<file path="src/rtl/lpf_pkg.sv">
// Shared definitions for the two-tap sum filter and its inverse.
// Both ends take their initial history from here so they start in step.
package lpf_pkg;

    localparam int SAMPLE_W_C   = 8;
    localparam int HIST_RESET_C = 0;

    typedef logic [SAMPLE_W_C-1:0] sample_t;

endpackage

</file>
<file path="src/rtl/skid_buffer.sv">
// Two-entry output buffer: main register plus one skid slot.
// ready_o is registered and drops exactly when the skid slot fills.
module skid_buffer #(
    parameter int width_p = 8
) (
    input  logic               clk_i,
    input  logic               reset_n_i,
    input  logic [width_p-1:0] data_i,
    input  logic               valid_i,
    output logic               ready_o,
    output logic [width_p-1:0] data_o,
    output logic               valid_o,
    input  logic               ready_i
);

    logic [width_p-1:0] main_q, main_d;
    logic [width_p-1:0] skid_q, skid_d;
    logic               main_v_q, main_v_d;
    logic               skid_v_q, skid_v_d;
    logic               rdy_q, rdy_d;
    logic               acc, drain;

    assign acc   = valid_i && rdy_q;
    assign drain = main_v_q && ready_i;

    always_comb begin
        main_d   = main_q;
        main_v_d = main_v_q;
        skid_d   = skid_q;
        skid_v_d = skid_v_q;
        if (drain && skid_v_q) begin
            // rdy_q is low whenever the skid is full, so no accept here
            main_d   = skid_q;
            skid_v_d = 1'b0;
        end else if (acc && (!main_v_q || drain)) begin
            main_d   = data_i;
            main_v_d = 1'b1;
        end else if (acc) begin
            skid_d   = data_i;
            skid_v_d = 1'b1;
        end else if (drain) begin
            main_v_d = 1'b0;
        end
        rdy_d = !skid_v_d;
    end

    always_ff @(posedge clk_i or negedge reset_n_i) begin
        if (!reset_n_i) begin
            main_q   <= '0;
            main_v_q <= 1'b0;
            skid_q   <= '0;
            skid_v_q <= 1'b0;
            rdy_q    <= 1'b0;
        end else begin
            main_q   <= main_d;
            main_v_q <= main_v_d;
            skid_q   <= skid_d;
            skid_v_q <= skid_v_d;
            rdy_q    <= rdy_d;
        end
    end

    assign ready_o = rdy_q;
    assign data_o  = main_q;
    assign valid_o = main_v_q;

endmodule

</file>
<file path="src/rtl/lpf_inverse.sv">
// Inverse of y[n] = x[n] + x[n-1]: recovers x[n] = y[n] - x[n-1].
// Subtractor, history and beat counter feed a two-entry skid buffer.
module lpf_inverse
    import lpf_pkg::*;
#(
    parameter int width_p     = 8,
    parameter int cnt_width_p = 16
) (
    input  logic                   clk_i,
    input  logic                   reset_n_i,
    input  logic [width_p-1:0]     data_i,
    input  logic                   valid_i,
    input  logic                   restart_i,
    output logic                   ready_o,
    output logic [width_p-1:0]     data_o,
    output logic                   valid_o,
    input  logic                   ready_i,
    output logic [cnt_width_p-1:0] count_o
);

    logic [width_p-1:0]     hist_q, hist_d;
    logic [cnt_width_p-1:0] cnt_q, cnt_d;
    logic [width_p-1:0]     x;
    logic                   acc;

    assign acc = valid_i && ready_o;
    assign x   = data_i - (restart_i ? '0 : hist_q);

    always_comb begin
        hist_d = hist_q;
        cnt_d  = cnt_q;
        if (acc) begin
            hist_d = x;
            cnt_d  = restart_i ? cnt_width_p'(1)
                               : cnt_q + cnt_width_p'(1);
        end
    end

    always_ff @(posedge clk_i or negedge reset_n_i) begin
        if (!reset_n_i) begin
            hist_q <= width_p'(HIST_RESET_C);
            cnt_q  <= '0;
        end else begin
            hist_q <= hist_d;
            cnt_q  <= cnt_d;
        end
    end

    assign count_o = cnt_q;

    skid_buffer #(
        .width_p (width_p)
    ) u_skid (
        .clk_i     (clk_i),
        .reset_n_i (reset_n_i),
        .data_i    (x),
        .valid_i   (valid_i),
        .ready_o   (ready_o),
        .data_o    (data_o),
        .valid_o   (valid_o),
        .ready_i   (ready_i)
    );

endmodule

</file>
<file path="config.mk">
export PLATFORM = sky130hd
export DESIGN_NAME = lpf_inverse
export DESIGN_NICKNAME = d
export VERILOG_FILES = /design/src/rtl/lpf_pkg.sv /design/src/rtl/skid_buffer.sv /design/src/rtl/lpf_inverse.sv
export SDC_FILE = /design/constraint.sdc
export NUM_CORES = 1
export LEC_CHECK = 0
export ABC_AREA = 1
export BUFFER_PORTS_ARGS = -buffer_cell sky130_fd_sc_hd__buf_4
export CORE_ASPECT_RATIO = 1.5
export CORE_UTILIZATION = 25
export CTS_BUF_LIST = sky130_fd_sc_hd__clkbuf_4 sky130_fd_sc_hd__clkbuf_8
export DETAILED_ROUTE_END_ITERATION = 6
export PLACE_DENSITY = 0.49
export SYNTH_ARGS = -nofsm -noshare
export SYNTH_HDL_FRONTEND = slang
export SYNTH_HIERARCHICAL = 1
export SYNTH_SLANG_ARGS = --single-unit
</file>
<file path="constraint.sdc">
create_clock -name clk_i -period 3.95 [get_ports clk_i]
set_input_delay 0.79 -clock clk_i [delete_from_list [all_inputs] [get_ports clk_i]]
set_output_delay 0.79 -clock clk_i [all_outputs]
set_load 0.01 [all_outputs]
</file>
# Yosys cells after proc, flatten, opt, wreduce, memory -nomap -nowiden
# Cells that the tools add are included.
[totals]
reg_bits = 43
latch_bits = 0
mem_bits_rw = 0
romBits = 0
inputBits = 13
output_inout_bits = 26
wordCells = 33
n_memories = 0
[op_classes]
addsub = 2
mul = 0
div = 0
order_cmp = 0
eq_ne = 1
shifts = 0
n_mux = 10
bitwise = 2
reduce_logical = 11
[op_table]
columns = ["operator", "count"]
rows = [
  ["8-bit two-way mux", 3],
  ["16-bit by 1-bit adder with 16-bit output (second input constant)", 1],
  ["16-bit two-way mux", 1],
  ["8-bit subtractor", 1],
  ["1-bit two-way mux", 6],
  ["3-bit AND reduction", 2],
  ["1-bit logical AND", 4],
  ["2-bit nonzero test", 2],
  ["1-bit zero test", 2],
  ["2-bit inequality test (second input constant)", 1],
  ["1-bit inverter", 2],
  ["1-bit logical OR", 1],
]

# Longest topological paths before layout
# Gate-level depths: netlist of the first run.
[depth]
ltp_word = 6
depth_mapped = 15
mapped_depth_nobuf = 15

# Cells and area by module
# The synthesis of the first run kept the hierarchy.
[by_module_without_submodules]
columns = ["mod", "n_inst", "cells_each", "area_each_um2", "seq_area_each_um2"]
rows = [
  ["lpf_inverse", 1, 225, 1602.8, 600.6],
  ["skid_buffer", 1, 110, 987.2, 475.5],
]

# Worst setup path after synthesis of the first run
# No wires, ideal clock.
[synth_path]
path_kind = "input port to flip-flop"
startpoint = "in restart_i"
endpoint = "reg u_skid.main_q[6] (netlist: u_skid/data_o[6])"
setup_ns = 0.117
t_arrival_ns = 2.092
required_ns = 3.833
setup_slack_ns = 1.741
cell_stages = 13
path_buffers = 0
path_cell_list = "nor2_1 ha_1 inv_1 fa_1 nand2_1 nand2_1 nand3b_1 nand3b_1 and2_1 nand2_1 nand2_1 nand2_1 nand2_1"
[synth_via]
elab_chain_len = 4
[synth_lines]
columns = ["item", "line", "rtl"]
rows = [
  ["from (decl)", "lpf_inverse.sv:13", "input logic restart_i,"],
  ["8-bit two-way mux", "lpf_inverse.sv:27", "assign x = data_i - (restart_i ? '0 : hist_q);"],
  ["8-bit subtractor", "lpf_inverse.sv:27", ""],
  ["via x[6]", "lpf_inverse.sv:23", "logic [width_p-1:0] x;"],
  ["8-bit two-way mux", "skid_buffer.sv:35", "end else if (acc && (!main_v_q || drain)) begin"],
  ["8-bit two-way mux", "skid_buffer.sv:31", "if (drain && skid_v_q) begin"],
  ["to (signal assigned)", "skid_buffer.sv:55", "main_q <= main_d;"],
  ["to (decl)", "skid_buffer.sv:16", "logic [width_p-1:0] main_q, main_d;"],
]
# The timed path passes the listed nets, and every way through them passes these cells. The select of a mux whose other input is x is not followed.
# A chain may end at the register's enable or synchronous reset.

# Worst setup path after layout of the first run
[layout_path]
startpoint = "in restart_i"
endpoint = "reg u_skid.main_q[5] (netlist: u_skid/data_o[5])"
# The elaborated chain is that of the path after synthesis.

==> results by group, run 1 <==
STA
  • Worst slew margin: 61.7%
  • Post-route setup TNS: 0 ns
  • Final Setup Violations: 0
  • Final period util: 54.2%
  • Final Hold Viols: 0
  • RSZ-0062 raised after global routing: no
  • Final Max Tran Viols: 0
  • Final Skew: 0.00602 ns
  • Worst-Margin Slew: 0.575 ns
  • F_max: 0.467 GHz
  • Min Clock Period, post-route: 2.14 ns

Global route
  • GRT Total Usage: 12.0%
  • Gr ovfl total: 0
  • Initial antenna violation count: 0
  • First-pass GRT wire length: 10.1 mm
  • Maximum number of pins on one net before global-route repair: 44
  • Vias in the first global route: 2,131

Critical path
  • WS Path Type: input pin to register
  • CP Buf/Inv Count: 2
  • Worst reg2reg path depth: 14
  • Crit-path max cell delay: 0.31 ns
  • Crit-path max FO: 10
  • Most frequent CP cell: nand2_1
  • Crit path max-delay family: simple AND/OR/NAND/NOR gates
  • CP required: 4.16 ns
  • Worst path depth: 12
  • Critical Path Sink: u_skid/data_o[5]
  • Setup crit start: restart_i
  • Worst path cell trace: buf_4 > inv_2 > nand2_1 > ha_1 > or2_2 > nand3b_1 > nand3_1 > and2_1 > nand2_1 > nand2_1 > nand2_1 > nand2_1
  • Reg2reg end: u_skid/data_o[6]
  • Nature of the critical path endpoint: register
  • Worst setup SP type: input pin
  • R2R setup slack: 2.05 ns
  • Arrival @ worst endpoint: 2.35 ns
  • Worst r2r src: hist_q[0]
  • Critical path's slowest cell: ha_1

Clock network
  • Clk_lat worst skew: 0.31 ns
  • Num Clock Sinks: 43
  • Root Driver: clkbuf_8
  • Post-CTS Setup Bufs: 0
  • H-tree depth: 2
  • CTS-repair resized insts: 0
  • Hold bufs inserted after CTS: 0
  • CTS buffer count: 5
  • Worst-case clock buffer depth: 2
  • Clock transition at path regs: 0.09 ns
  • CTS tree: built

Yosys
  • Synth area leader: dfrtp_1
  • Syn_nets: 357
  • Post-synth EDFFs: 0
  • Cell variety after synth: 37
  • Mapped Area: 0.00259 mm2
  • Syn avg cell area: 7.73 um2
  • Main synth FF type: dfrtp_1
  • Yosys top cell area share: 41.5%
  • Top-count cell post-synth: nand2_1
  • Ys Warns: 6
  • Area contributors post-synth: dfrtp_1, nand2_1, nand3_1
  • Synth Instances: 335
  • Synth cell count leaders: nand2_1, dfrtp_1, nor2_1
  • Flops & latches, synth: 43
  • Post-synthesis sequential area ratio: 41.5%
  • Post-synth ARST share: 100%

Floorplanning
  • Chip width: 85.1 um
  • Starting Density: 25.7%
  • Die area: 0.0108 mm2
  • Site Rows: 45
  • Chip height: 127 um
  • # IOs: 39
  • Core Footprint: 0.0101 mm2

Drt
  • Antenna Nets Post-Route: 0
  • DR pass1 iterations: 5
  • WL/cell: 12.5 um
  • DR iter-0 viols: 120
  • Vias: 2,202
  • DRC errors left: 0
  • Via density: 4.48
  • Detailed Route WL: 6.13 mm

Placed design
  • GP Congestion: 0.905
  • DPL Wire Length: 4.69 mm
  • Post-DP Area: 0.00296 mm2
  • I/O Buffers: 38

Final layout
  • Multi-input logic area: 0.00132 mm2
  • Fillers: 1,093
  • FF+latch area: 0.00108 mm2
  • Antenna cells: 0
  • P&R area growth vs syn: 17.5%
  • Share of layout cells above drive strength 1: 18.1%
  • Final instance area: 0.00304 mm2
  • Nets: 396

Power
  • Pleak: 1.59 nW
  • Maximum VDD drop: 0.146 mV
  • Power per cell area: 586 mW/mm2
  • Power Total: 1.78 mW

Run status
  • Outcome: completed

Flow run
  • Max-cap violation count: 0

Min path
  • Hold Crit Class: input pin to asynchronous set/reset pin
## state kept, by name, summed over array words and instances (netlist names)
name	cells
count_o	16
u_skid/ready_o	1
u_skid/skid_q	8
u_skid/valid_o	1
u_skid/data_o	8
u_skid/skid_v_q	1
hist_q	8
## power by group
part / switching, mW / total, mW / internal (mW) / leakage [nW]
clock network: 0.164 / 0.285 / 0.121 / 0.0477
logic: 0.453 / 0.772 / 0.318 / 0.987
registers: 0.137 / 0.727 / 0.590 / 0.551
total: 0.754 / 1.78 / 1.03 / 1.59
## worst min-delay path by stage
stage                startpoint          endpoint  slack [ns]  cells after the start
6_report              reset_n_i  u_skid/skid_q[4]        0.47                      1
5_1_grt        u_skid/skid_q[5]  u_skid/skid_q[5]        0.50                      2
4_1_cts        u_skid/skid_q[2]  u_skid/skid_q[2]        0.48                      2
3_5_place_dp   u_skid/skid_q[2]  u_skid/skid_q[2]        0.46                      2
3_3_place_gp   u_skid/skid_q[7]  u_skid/skid_q[7]        0.45                      2
2_1_floorplan  u_skid/skid_q[7]  u_skid/skid_q[7]        0.44                      2
## routing by layer
layer  global-route usage [%]  up-vias  share of wire, %
li1                         -     1135                 -
met1                     14.0     1024                43
met2                     21.1       35                51
met3                     2.41        8               3.2
met4                     5.28        0               2.1
met5                        0        -                 0
## per-stage QoR
stage / hold slack, ns / utilization, % / cells / setup WS [ns]
6_report: 0.466 / 30.2 / 492 / 1.81
4_1_cts: 0.482 / 30.2 / 492 / 1.80
3_3_place_gp: 0.454 / 29.4 / 484 / 1.48
2_1_floorplan: 0.442 / - / 335 / 1.74
5_1_grt: 0.500 / 30.2 / 492 / 1.67
3_5_place_dp: 0.459 / 29.4 / 484 / 1.47
## area by class of cell
| class | instances | share of cell area [%] |
|---|---|---|
| Clock buffer | 5 | 2.26 |
| Clock inverter | 3 | 0.493 |
| Inverter | 30 | 4.44 |
| Multi-Input combinational cell | 256 | 43.3 |
| Sequential cell | 43 | 35.3 |
| Tap cell | 117 | 4.81 |
| Timing Repair Buffer | 38 | 9.37 |
## cell usage in the layout, fill, tap and decap left out, types with 2 or more instances in the layout
cell type,netlist,final
dfrtp_1,43,43
nand2_4,2,2
a21oi_1,8,8
nand2_1,136,136
buf_4,2,38
clkbuf_8,0,5
nor2_4,2,2
nand4_1,8,8
inv_1,25,25
xor2_1,2,2
xnor2_1,2,2
nor3_1,2,2
nand2_2,2,2
nor2_1,29,29
nand2_8,2,2
nor2_2,2,2
o21ai_0,9,9
clkinv_2,1,4
nand3b_1,4,4
and2_1,4,4
inv_2,2,2
nand3_1,24,24
ha_1,8,8
## cells by family (layout without fill, tap and decap cells)
group | Yosys count | count (layout) | share of synthesized area, %
buffers and inverters | 36 | 76 | 7.58
DFF | 43 | 43 | 41.5
and+or+nand+nor | 225 | 225 | 41.0
adders and majority gates | 9 | 9 | 4.64
xor gates and xnor gates | 4 | 4 | 1.35
AOI/OAI and AO/OA | 18 | 18 | 3.91
Note: power is estimated with default switching activity, not from simulation.
==> inputs of run 2 (changes only) <==
==> constraint.sdc (replaced) <==
create_clock -name clk_i -period 2.05 [get_ports clk_i]
set_input_delay 0.41 -clock clk_i [delete_from_list [all_inputs] [get_ports clk_i]]
set_output_delay 0.41 -clock clk_i [all_outputs]
set_load 0.01 [all_outputs]
==> run 2 against run 1 <==
  * Clock power up 100%
  * Count of clock-buffer cells in the layout up 2
  * Clock skew up 0.0021 ns
  * Die area unchanged
  * Non-clock buffer count up 9
  * Cell count up 1.8%
  * Utilization up 0.92 points
  * Final area up 3.0%
  * Sequential power up 87%
==> results by group, run 2 (synthesized netlist as in run 1, its figures left out) <==
Run status
  • Outcome: completed (unchanged)

Global route
  • Maximum number of pins on one net before global-route repair: 44 (unchanged)
  • Vias in the first global route: 2,207 (was 2,131)
  • First-pass GRT wire length: 10.5 mm (was 10.1 mm)
  • GRT Total Usage: 12.3% (was 12.0%)
  • Initial antenna violation count: 0 (unchanged)
  • Gr ovfl total: 0 (unchanged)

Critical path
  • CP Buf/Inv Count: 2 (unchanged)
  • Nature of the critical path endpoint: register (unchanged)
  • CP required: 2.25 ns (was 4.16 ns)
  • Most frequent CP cell: nand2_1 (unchanged)
  • Arrival @ worst endpoint: 2.11 ns (was 2.35 ns)
  • Crit-path max cell delay: 0.39 ns (was 0.31 ns)
  • WS Path Type: register to register (was input pin to register)
  • Worst path cell trace: inv_2 > nor2_2 > ha_2 > inv_2 > fa_2 > nand2_1 > nand2_1 > nand3b_1 > nand3b_1 > and2_4 > nand2_2 > nand2_1 > nand2_1 > nand2_1 (was buf_4 > inv_2 > nand2_1 > ha_1 > or2_2 > nand3b_1 > nand3_1 > and2_1 > nand2_1 > nand2_1 > nand2_1 > nand2_1)
  • Worst setup SP type: register (was input pin)
  • Critical path's slowest cell: fa_2 (was ha_1)
  • Crit-path max FO: 2 (was 10)
  • Crit path max-delay family: simple AND/OR/NAND/NOR gates (unchanged)

Drt
  • Via density: 4.41 (was 4.48)
  • Detailed Route WL: 6.05 mm (was 6.13 mm)
  • WL/cell: 12.1 um (was 12.5 um)
  • DR iter-0 viols: 90 (was 120)
  • Vias: 2,210 (was 2,202)
  • DRC errors left: 0 (unchanged)
  • DR pass1 iterations: 4 (was 5)
  • Antenna Nets Post-Route: 0 (unchanged)

STA
  • Min Clock Period, post-route: 1.91 ns
  • Final hold slack: 0.0996 ns (was 0.466 ns)
  • Worst Slack Setup Final: 0.139 ns (was 1.81 ns)
  • Final Hold Viols: 0 (unchanged)
  • RSZ-0062 raised after global routing: yes (was no)
  • F_max: 0.523 GHz
  • Worst-Margin Slew: 0.571 ns (was 0.575 ns)
  • Final Max Tran Viols: 0 (unchanged)
  • Final Skew: 0.00807 ns (was 0.00602 ns)
  • Final period util: 93.2%
  • Final Setup Violations: 0 (unchanged)
  • Post-route setup TNS: 0 ns (unchanged)
  • Worst slew margin: 61.9% (was 61.7%)

Placed design
  • DP Worst Slack: -0.0513 ns (was 1.47 ns)
  • I/O Buffers: 38 (unchanged)
  • GP Congestion: 0.828 (was 0.905)
  • DPL Wire Length: 4.62 mm (was 4.69 mm)

Final layout
  • Commonest cells after routing, fill and taps aside: nand2_1, buf_4, dfrtp_1 (was nand2_1, dfrtp_1, buf_4)
  • Util after Layout: 31.1% (was 30.2%)
  • Fillers: 1,093 (unchanged)
  • Nets: 405 (was 396)
  • Antenna cells: 0 (unchanged)
  • Commonest non-fill, non-tap cell in the layout: nand2_1 (unchanged)
  • Max reg flops: 16 (unchanged)
  • Share of layout cells above drive strength 1: 22.1% (was 18.1%)
  • P&R area growth vs syn: 21.1% (was 17.5%)

Min path
  • Hold Crit Class: input pin to asynchronous set/reset pin (unchanged)

Floorplanning
  • Die area: 0.0108 mm2 (unchanged)
  • Chip height: 127 um (unchanged)
  • Core Footprint: 0.0101 mm2 (unchanged)
  • Site Rows: 45 (unchanged)
  • Starting Density: 25.7% (unchanged)
  • Chip width: 85.1 um (unchanged)
  • # IOs: 39 (unchanged)

Clock network
  • Worst-case clock buffer depth: 2 (unchanged)
  • Hold bufs inserted after CTS: 0 (unchanged)
  • Clock transition at path regs: 0.09 ns (about the same)
  • Root Driver: clkbuf_8 (unchanged)
  • H-tree depth: 2 (unchanged)
  • Clk_lat worst skew: 0.30 ns (was 0.31 ns)
  • CTS tree: built (unchanged)
  • Num Clock Sinks: 43 (unchanged)
  • CTS buffer count: 5 (unchanged)

Power
  • Pleak: 1.63 nW (was 1.59 nW)
  • Power per cell area: 1130 mW/mm2 (was 586 mW/mm2)
  • Maximum VDD drop: 0.397 mV (was 0.146 mV)
  • Power Total: 3.55 mW (was 1.78 mW)

Flow run
  • Max-cap violation count: 0 (unchanged)
run 2: cell types whose count changed in the layout (fill, tap and decap cells not counted), sizes merged:
| cell | before | now |
|---|---|---|
| clkbuf | 5 | 7 |
| clkinv | 4 | 2 |
| buf | 38 | 47 |
run 2: area by class of cell:
cell class | instances | area [um2] | area share, %
clock buffer | 7 | 83.8 | 2.67
tap | 117 | 146 | 4.67
inverter | 30 | 135 | 4.31
multi-input combinational | 256 | 1340 | 42.6
clock inverter | 1 | 5.00 | 0.160
sequential | 43 | 1080 | 34.3
timing repair buffer | 47 | 353 | 11.2
run 2: worst paths after layout:
kind                             startpoint          endpoint  slack (ns)  cells past startpoint
hold / removal                    reset_n_i         hist_q[7]         0.1                      1
hold reg to reg            u_skid/skid_q[3]  u_skid/skid_q[3]        0.48                      2
min in group clk_i                restart_i        count_o[0]        0.39                      3
setup / recovery                  hist_q[0]  u_skid/data_o[6]        0.14                     14
setup reg to reg                  hist_q[0]  u_skid/data_o[6]        0.14                     14
max in group asynchronous         reset_n_i       count_o[13]        1.56                      1
run 2: what timing repair did:
| item | in CTS | in global routing |
|---|---|---|
| buffers inserted | 0 | 1 |
| endpoints found under the setup margin | 0 | 2 |
| gates resized for setup | 0 | 8 |
run 2: metal layers:
| metal | GRT usage (%) | up-vias | wire [um] |
|---|---|---|---|
| li1 | - | 1160 | - |
| met1 | 14.3 | 1012 | 2600 |
| met2 | 22.2 | 32 | 3170 |
| met3 | 2.34 | 6 | 188 |
| met4 | 4.49 | 0 | 89 |
| met5 | 0 | - | 0 |
run 2: through the flow:
| step | area [um2] | std cells |
|---|---|---|
| finish | 3140 | 501 |
| global route | 3140 | 501 |
| CTS | 3110 | 500 |
| detailed placement | 3020 | 492 |
| global placement | 3020 | 492 |
| floorplan | 2590 | 335 |
run 2: report_power, final:
group | total [mW] | internal (mW) | switching [mW]
Clock | 0.571 | 0.266 | 0.304
Combinational | 1.61 | 0.685 | 0.927
Sequential | 1.36 | 1.14 | 0.226
Total | 3.55 | 2.09 | 1.46
==> inputs of run 3 (changes only) <==
--- a/config.mk
+++ b/config.mk
@@ -5,14 +5,13 @@
 export SDC_FILE = /design/constraint.sdc
 export NUM_CORES = 1
 export LEC_CHECK = 0
-export ABC_AREA = 1
 export BUFFER_PORTS_ARGS = -buffer_cell sky130_fd_sc_hd__buf_4
 export CORE_ASPECT_RATIO = 1.5
 export CORE_UTILIZATION = 25
 export CTS_BUF_LIST = sky130_fd_sc_hd__clkbuf_4 sky130_fd_sc_hd__clkbuf_8
 export DETAILED_ROUTE_END_ITERATION = 6
-export PLACE_DENSITY = 0.49
+export MAX_ROUTING_LAYER = met4
+export PLACE_DENSITY = 0.5
 export SYNTH_ARGS = -nofsm -noshare
 export SYNTH_HDL_FRONTEND = slang
-export SYNTH_HIERARCHICAL = 1
 export SYNTH_SLANG_ARGS = --single-unit
==> run 3 against run 2 <==
  * The flow now finishes with violations (negative setup slack)
  * Synthesized cell count shrank 28%
  * Global-route usage rose by 1.7 points
  * First-iteration DRC count rose by 10%
  * Die area fell by 13%
  * Final area shrank 3.9%
  * Combinational power is 9% higher
  * Register-to-register slack got worse by 0.41 ns
  * Synthesized area decreased by 13%
  * Utilization increased by 3.2 points
  * Routed wire length shrank 5.4%
  * Maximum frequency decreased by 18%
  * Count of clock-buffer cells in the layout down 1
  * Critical path type unchanged
  * Critical endpoint is now u_skid.data_o[6]
==> results by group, run 3 <==
Placed design
  • I/O Buffers: 38 (unchanged)
  • GP Congestion: 0.829 (was 0.828)
  • Post-DP Area: 0.00277 mm2 (was 0.00302 mm2)
  • DPL Wire Length: 4.27 mm (was 4.62 mm)

Yosys
  • Mapped Area: 0.00225 mm2 (was 0.00259 mm2)
  • Synth Instances: 242 (was 335)
  • Syn avg cell area: 9.30 um2 (was 7.73 um2)
  • Ys Warns: 0 (was 6)
  • Synth cell count leaders: dfrtp_1, nand2_1, nor2_1 (was nand2_1, dfrtp_1, nor2_1)
  • Post-synthesis sequential area ratio: 47.8% (was 41.5%)
  • Post-Synth Simple-Gate Area: 23.4% (was 41.0%)
  • Cell variety after synth: 41 (was 37)
  • Top-count cell post-synth: dfrtp_1 (was nand2_1)
  • Post-synthesis mux area share: 2.61% (was 0%)
  • Largest family of logic cells by synthesized area: simple AND/OR/NAND/NOR gates (unchanged)
  • Flops & latches, synth: 43 (unchanged)
  • Compound-Gate Fraction of Synth Area: 12.6% (was 3.91%)
  • Main synth FF type: dfrtp_1 (unchanged)
  • Syn_nets: 264 (was 357)
  • Area contributors post-synth: dfrtp_1, nand2_1, o21ai_0 (was dfrtp_1, nand2_1, nand3_1)
  • Post-Synth XOR/XNOR Area: 5.84% (was 1.35%)
  • Post-synth EDFFs: 0 (unchanged)
  • Synth area leader: dfrtp_1 (unchanged)
  • Synth Area in Adders: 5.34% (was 4.64%)
  • Yosys top cell area share: 47.8% (was 41.5%)
  • Post-synth ARST share: 100% (unchanged)

Critical path
  • WS Path Type: register to register (unchanged)
  • R2R setup slack: -0.28 ns (was 0.14 ns)
  • Critical path's slowest cell: nor4_2 (was fa_2)
  • Crit-path max cell delay: 0.38 ns (was 0.39 ns)
  • Reg2reg end: u_skid.data_o[6] (was u_skid/data_o[6])
  • Nature of the critical path endpoint: register (unchanged)
  • Worst setup SP type: register (unchanged)
  • Worst r2r src: hist_q[0] (unchanged)
  • Crit path max-delay family: simple AND/OR/NAND/NOR gates (unchanged)
  • Critical Path Sink: u_skid.data_o[6] (was u_skid/data_o[6])
  • Crit-path max FO: 3 (was 2)
  • Worst reg2reg path depth: 9 (was 14)
  • Worst path cell trace: nor2b_4 > ha_4 > inv_2 > fa_2 > a211oi_4 > nor4_2 > nor4_2 > a21oi_1 > mux2_4 (was inv_2 > nor2_2 > ha_2 > inv_2 > fa_2 > nand2_1 > nand2_1 > nand3b_1 > nand3b_1 > and2_4 > nand2_2 > nand2_1 > nand2_1 > nand2_1)
  • Arrival @ worst endpoint: 2.52 ns (was 2.11 ns)
  • CP required: 2.24 ns (was 2.25 ns)
  • Worst path depth: 9 (was 14)
  • Setup crit start: hist_q[0] (unchanged)
  • CP Buf/Inv Count: 1 (was 2)
  • Most frequent CP cell: nor4_2 (was nand2_1)

Power
  • Pleak: 1.38 nW (was 1.63 nW)
  • Combinational share of power: 47.0% (was 45.5%)
  • Internal power: 2.29 mW (was 2.09 mW)
  • Clk pwr share: 14.9% (was 16.1%)
  • Power per cell area: 1230 mW/mm2 (was 1130 mW/mm2)
  • P_sw: 1.43 mW (was 1.46 mW)
  • Seq pwr share: 38.1% (was 38.4%)
  • Maximum VDD drop: 0.375 mV (was 0.397 mV)
  • Sw frac: 38.5% (was 41.1%)

STA
  • Final Skew: 0.00807 ns (about the same)
  • Final Max Tran Viols: 0 (unchanged)
  • Worst Slack Setup Final: -0.275 ns (was 0.139 ns)
  • F_max: 0.430 GHz (was 0.523 GHz)
  • Final period util: 113% (was 93.2%)
  • Final Hold Viols: 0 (unchanged)
  • Worst slew margin: 56.4% (was 61.9%)
  • RSZ-0062 raised after global routing: yes (unchanged)
  • Min Clock Period, post-route: 2.33 ns (was 1.91 ns)
  • Final Setup Violations: 4 (was 0)
  • Worst-Margin Slew: 0.651 ns (was 0.571 ns)

Clock network
  • Clk_lat worst skew: 0.30 ns (about the same)
  • CTS buffer count: 5 (unchanged)
  • Clock transition at path regs: 0.08 ns (was 0.09 ns)
  • Num Clock Sinks: 43 (unchanged)
  • Root Driver: clkbuf_8 (unchanged)
  • H-tree depth: 2 (unchanged)
  • CTS tree: built (unchanged)
  • Worst-case clock buffer depth: 2 (unchanged)

Global route
  • First-pass GRT wire length: 9.80 mm (was 10.5 mm)
  • Vias in the first global route: 1,942 (was 2,207)
  • Maximum number of pins on one net before global-route repair: 44 (unchanged)
  • GRT Total Usage: 14.0% (was 12.3%)
  • Gr ovfl total: 0 (unchanged)
  • Initial antenna violation count: 0 (unchanged)

Final layout
  • Multi-input logic area: 0.00124 mm2 (was 0.00134 mm2)
  • Antenna cells: 0 (unchanged)
  • Commonest cells after routing, fill and taps aside: buf_4, dfrtp_1, nand2_1 (was nand2_1, buf_4, dfrtp_1)
  • Share of layout cells above drive strength 1: 31.1% (was 22.1%)
  • Max reg flops: 16 (unchanged)
  • Fillers: 921 (was 1,093)
  • Commonest non-fill, non-tap cell in the layout: buf_4 (was nand2_1)
  • Util after Layout: 34.3% (was 31.1%)
  • Final instance area: 0.00301 mm2 (was 0.00314 mm2)
  • P&R area growth vs syn: 33.9% (was 21.1%)
  • FF+latch area: 0.00108 mm2 (unchanged)
  • Nets: 323 (was 405)

Drt
  • Vias: 1,903 (was 2,210)
  • Via density: 4.62 (was 4.41)
  • DR iter-0 viols: 99 (was 90)
  • WL/cell: 13.9 um (was 12.1 um)
  • DR pass1 iterations: 4 (unchanged)
  • Antenna Nets Post-Route: 0 (unchanged)
  • Detailed Route WL: 5.72 mm (was 6.05 mm)
  • DRC errors left: 0 (unchanged)

Min path
  • Hold Crit Class: input pin to asynchronous set/reset pin (unchanged)

Floorplanning
  • Site Rows: 42 (was 45)
  • Starting Density: 25.6% (was 25.7%)
  • Chip height: 118 um (was 127 um)
  • Chip width: 79.5 um (was 85.1 um)
  • Die area: 0.00939 mm2 (was 0.0108 mm2)
  • Core Footprint: 0.00878 mm2 (was 0.0101 mm2)
  • # IOs: 39 (unchanged)

Run status
  • Outcome: complete, but fails checks (was completed)
  • Failing checks: negative setup slack

Flow run
  • Max-cap violation count: 0 (unchanged)
[run 3: logic make-up (layout without fill, tap and decap cells)]
| family | Yosys count | in the layout |
|---|---|---|
| and+or+nand+nor | 108 | 108 |
| AOI/OAI and AO/OA | 48 | 48 |
| DFF | 43 | 43 |
| xor gates and xnor gates | 15 | 15 |
| buffers and inverters | 14 | 74 |
| adders and majority gates | 9 | 9 |
| muxes | 5 | 5 |
[run 3: layout make-up]
class | instances | area share (%)
clock inverter | 2 | 0.415
tap | 110 | 4.57
inverter | 8 | 0.997
sequential | 43 | 35.7
clock buffer | 6 | 2.53
timing repair buffer | 58 | 14.6
multi-input combinational | 185 | 41.2
[run 3: power groups by stage]
stage	clock network, mW	logic (mW)	registers (mW)
finish	0.554	1.75	1.42
global route	0.613	1.98	1.47
CTS	0.573	1.60	1.42
detailed placement	0	1.57	1.44
global placement	0	1.55	1.43
floorplan	0	0.892	1.43
[run 3: worst min-delay path by stage]
| stage | to | cells past startpoint | slack (ns) | startpoint |
|---|---|---|---|---|
| after floorplan | count_o[0] | 0 | 0.11 | reset_n_i |
| after global placement | count_o[2] | 1 | 0.45 | reset_n_i |
| after detailed placement | count_o[3] | 1 | 0.45 | reset_n_i |
| after CTS | count_o[3] | 1 | 0.11 | reset_n_i |
| after global routing | count_o[3] | 1 | 0.13 | reset_n_i |
| final | count_o[3] | 1 | 0.08 | reset_n_i |
[run 3: timing repair]
action,4_1_cts,5_1_grt
pin swaps,3,12
setup buffers,1,5
setup endpoints to repair,6,14
hold buffers,0,0
resized for setup,3,24
[run 3: through the flow]
stage / hold slack [ns] / power [mW] / std cells / setup slack [ns] / TNS, ns
floorplan: 0.114 / 2.32 / 242 / -0.208 / -0.266
global placement: 0.449 / 2.97 / 398 / -0.332 / -2.42
detailed placement: 0.447 / 3.00 / 398 / -0.387 / -2.82
CTS: 0.114 / 3.59 / 407 / -0.213 / -0.297
global route: 0.132 / 4.06 / 412 / -0.351 / -0.983
finish: 0.0759 / 3.72 / 412 / -0.275 / -0.535
[run 3: metal layers]
layer	up-vias	global-route usage, %	part of all wire, %
met3	12	2.55	3.3
met4	0	5.68	2.7
met2	37	23.5	54
li1	943	-	-
met5	-	-	0
met1	911	16.1	40
